**src/rtl/multiplier_datapath.sv**
```systemverilog
// Shift-add datapath for an 8x8 signed multiplier.
// A sequencing controller drives one command per cycle. X:A:B forms a
// 17-bit shift chain: A and B end up holding the 16-bit product, and X
// holds the sign extension of A.
module multiplier_datapath (
    input  logic       Clk,
    input  logic       Reset,
    input  logic       Clr_Ld,
    input  logic       Shift_XAB,
    input  logic       Add,
    input  logic       Sub,
    input  logic [7:0] S,
    output logic [7:0] Aval,
    output logic [7:0] Bval,
    output logic       X,
    output logic       M
);

    logic       x_q, x_d;
    logic [7:0] a_q, a_d;
    logic [7:0] b_q, b_d;
    logic [8:0] addSum;
    logic [8:0] subSum;

    // 9-bit sign-extended add/subtract of the live switch operand. Bit 8 is
    // the true sign of the result and feeds X.
    always_comb begin
        addSum = {a_q[7], a_q} + {S[7], S};
        subSum = {a_q[7], a_q} + ~{S[7], S} + 9'd1;
    end

    // Next-state selection with fixed priority load > sub > add > shift,
    // so exactly one operation takes effect in any cycle.
    always_comb begin
        x_d = x_q;
        a_d = a_q;
        b_d = b_q;
        if (Clr_Ld) begin
            x_d = 1'b0;
            a_d = 8'h00;
            b_d = S;
        end else if (Sub) begin
            x_d = subSum[8];
            a_d = subSum[7:0];
        end else if (Add) begin
            x_d = addSum[8];
            a_d = addSum[7:0];
        end else if (Shift_XAB) begin
            a_d = {x_q, a_q[7:1]};
            b_d = {a_q[0], b_q[7:1]};
        end
    end

    // Register bank. Reset clears everything immediately so that an
    // interrupted multiply leaves no partial product behind.
    always_ff @(posedge Clk or posedge Reset) begin
        if (Reset) begin
            x_q <= 1'b0;
            a_q <= 8'h00;
            b_q <= 8'h00;
        end else begin
            x_q <= x_d;
            a_q <= a_d;
            b_q <= b_d;
        end
    end

    // The controller looks at B[0] directly, so the next multiplier bit is
    // visible as soon as a shift or load commits.
    always_comb begin
        Aval = a_q;
        Bval = b_q;
        X    = x_q;
        M    = b_q[0];
    end

endmodule

```
**config.mk**
```make
export PLATFORM = sky130hd
export DESIGN_NAME = multiplier_datapath
export DESIGN_NICKNAME = d
export VERILOG_FILES = /design/src/rtl/multiplier_datapath.sv
export SDC_FILE = /design/constraint.sdc
export NUM_CORES = 1
export LEC_CHECK = 0
export BUFFER_PORTS_ARGS = -buffer_cell sky130_fd_sc_hd__buf_2
export CORE_ASPECT_RATIO = 1.4
export CORE_UTILIZATION = 55
export CTS_BUF_LIST = sky130_fd_sc_hd__clkbuf_4
export DETAILED_ROUTE_END_ITERATION = 6
export HOLD_SLACK_MARGIN = 0.05
export PLACE_DENSITY = 0.79
export SLEW_MARGIN = 10
export SYNTH_ARGS = -nofsm -noshare
export SYNTH_HDL_FRONTEND = slang
export SYNTH_SLANG_ARGS = --single-unit
export TNS_END_PERCENT = 20
```
**constraint.sdc**
```tcl
create_clock -name Clk -period 2.6 [get_ports Clk]
set_clock_uncertainty 0.05 [all_clocks]
set_input_delay 0.13 -clock Clk [delete_from_list [all_inputs] [get_ports Clk]]
set_output_delay 0.13 -clock Clk [all_outputs]
set_load 0.05 [all_outputs]
```
==> metrics.md <==
| Metric | Value |
|---|---|
| Pre-CTS setup slack | `457.4 ps` |
| First-pass detailed-route iteration total | `4` |
| Hold-fix buffers at CTS | `2` |
| Gpl congestion | `0.9003` |
| Total CTS buffers | `3` |
| Number of synthesis warnings | `0` |
| CTS Root Cell | `clkbuf_4` |
| Cell Area, Synth | `0.001667 mm2` |
| Fin Setup TNS | `0 ps` |
| First-pass GRT wire length | `6.279 mm` |
| Max Slew Vio Count | `0` |
| Setup violations, final | `0` |
| Slew HR | `0.5463` |
| Reg2Reg Depth | `9` |
| Longest Clk Path Bufs | `2` |
| Pleak | `0.9563 nW` |
| Std cell rows | `23` |
| Clk_lat worst skew | `310 ps` |
| Final core occ | `0.6535` |
| Pwr dens | `607.1 mW/mm2` |
| Largest net degree at the start of global routing | `24` |
| CTS H-tree depth | `1` |
| Core ar. | `0.002878 mm2` |
| Min-delay worst type | `in -> reg` |
| Wire length per cell | `15.24 um` |
| Most used DFF post-synth | `dfrtp_1` |
| Max Clk Rate | `457.8 MHz` |
| # IOs | `32` |
| Port Buffer Count | `31` |
| Synth unique cells | `49` |
| Syn avg cell area | `8.417 um2` |
| Final total power | `1.142 mW` |
| Data arrival, critical path | `2390 ps` |
| Status | `finished clean` |
| Period utilization | `0.8401` |
| Critical path endpoint category | `register` |
| Final worst setup slack | `415.7 ps` |
| Vias in the first global route | `1,355` |
| Final Non-Filler Cells | `264` |
| Layout cells sized above 1 | `0.2026` |
| Cell Area, Placed | `0.001831 mm2` |
| Minimum clock period after layout | `2184 ps` |
| P&R area growth vs syn | `12.84%` |
| Design area | `0.001881 mm2` |
| CTS tree | `done` |
| IR drop worst, VDD | `0.0005101 V` |
| R2r endpoint | `X` |
| Slew @ Worst Pin | `679.8 ps` |
| Iter 0 DRT Violations | `33` |
| Hold_ws | `98.81 ps` |
| Async S/R FF share, synth | `1.000` |
| Initial core utilization | `0.5791` |
| FF-to-FF Start | `Aval[0]` |
| R2R setup slack | `420 ps` |
| Die Width | `48.53 um` |
| NumNets Final | `260` |
| Net count after synthesis | `230` |
| Critical path class | `reg -> reg` |
| Initial antenna violation count | `0` |
| Post-CTS setup buffers | `0` |
| Detailed-route via count | `1,520` |
| Flops & latches, synth | `17` |
| Drc violations | `0` |
| Clock transition at path regs | `120 ps` |
| Die Ht | `67.13 um` |
| Hold Path Sink | `Bval[6]` |
| Total Routed Length | `4.024 mm` |
| Hold Path Cell Cnt | `3` |
| Post-cts resize count | `0` |
| HPWL Detailed | `3.028 mm` |
| Critical Path Fanout Max | `4` |
| Overflow after GRT | `0` |
| Total clock sinks | `17` |
| Number of synthesized flops with an enable pin | `0` |
| Dpl cells | `258` |
| GRT Total Usage | `0.2590` |
| Total Die Area | `0.003257 mm2` |
| Synth Instances | `198` |
| RSZ-0062 raised after global routing | `false` |
| Hold Startpoint | `S[6]` |
| Final hold violations | `0` |
| Antenna diodes | `0` |
| Vias/cell | `5.758` |
| Setup crit start kind | `register` |
| Routed Antenna Nets | `0` |
| Req. time, crit path | `2810 ps` |
| Sequential fraction of the synthesis area | `0.2553` |
| Max Cap Viol | `0` |
-- state kept, by name, summed over array words and instances (netlist names) --
register,flops
Aval,8
Bval,8
X,1
-- placed cells by master (no fill, tap or decap), types with 4 or more instances in the layout --
cell type  count
mux2i_1       14
a21oi_1       12
nand2_1       21
inv_1         17
buf_2         31
dfrtp_1       17
o211ai_1       4
o21ai_0       14
ha_1          16
nor2_1        14
a211o_1        5
nand2b_1       5
-- routing by layer --
layer	vias up	global-route usage	share of wire
met5	-	0	0
met4	0	0.1103	0.015
met3	5	0.04730	0.042
met2	36	0.4525	0.51
met1	712	0.3155	0.44
li1	767	-	-
-- synth_stat cells, types with 2 or more instances --
cell	count	share of area
a211o_1	5	0.026
mux2_2	3	0.020
ha_1	16	0.12
o22ai_1	2	0.0075
o211ai_1	4	0.018
nand3b_1	3	0.014
a21oi_1	12	0.036
inv_1	17	0.038
nand2b_1	5	0.019
nor2_1	14	0.032
nand2b_2	2	0.011
nand2_1	21	0.047
a21o_1	2	0.0090
dfrtp_1	17	0.26
a2bb2oi_1	2	0.011
nand3_1	3	0.0090
a211oi_1	3	0.014
nor3_1	3	0.0090
buf_2	6	0.018
mux2i_1	14	0.084
o21ai_0	14	0.042
fa_1	2	0.024
o21a_1	2	0.0090
-- worst max path at each step --
stage             from      end
2_1_floorplan  Aval[1]  Aval[5]
3_3_place_gp   Aval[0]        X
3_5_place_dp   Aval[0]        X
4_1_cts        Aval[0]        X
5_1_grt        Aval[0]        X
6_report       Aval[0]        X
-- critical path, stage by stage, from the launching register on --
cell and delay (ps):
dfrtp_1 430, inv_1 90, ha_1 170, inv_1 50
fa_1 390, a21o_1 170, a21oi_1 250, o31ai_1 150
a211oi_1 260, a211o_1 120
-- cell type report --
class                      instances  area [um2]
multi-input combinational        155        1132
fill                             281       997.2
sequential                        17       425.4
timing repair buffer              34       182.7
inverter                          17       63.81
tap                               37       46.29
clock buffer                       3       22.52
clock inverter                     1       7.507
-- report_power, final --
part	internal (mW)	total, mW	switching (mW)
logic	0.222	0.627	0.405
registers	0.305	0.355	0.0492
clock network	0.0588	0.160	0.101
-- kinds of logic after synthesis --
family          count (synthesis)  share of synthesized area
compound gates                 59                     0.2440
simple gates                   59                     0.1764
buf+inv                        26                    0.06531
fa+ha+maj                      18                     0.1441
mux                            17                     0.1044
flops                          17                     0.2553
xor+xnor                        2                    0.01051
Note: power is estimated with default switching activity, not from simulation.
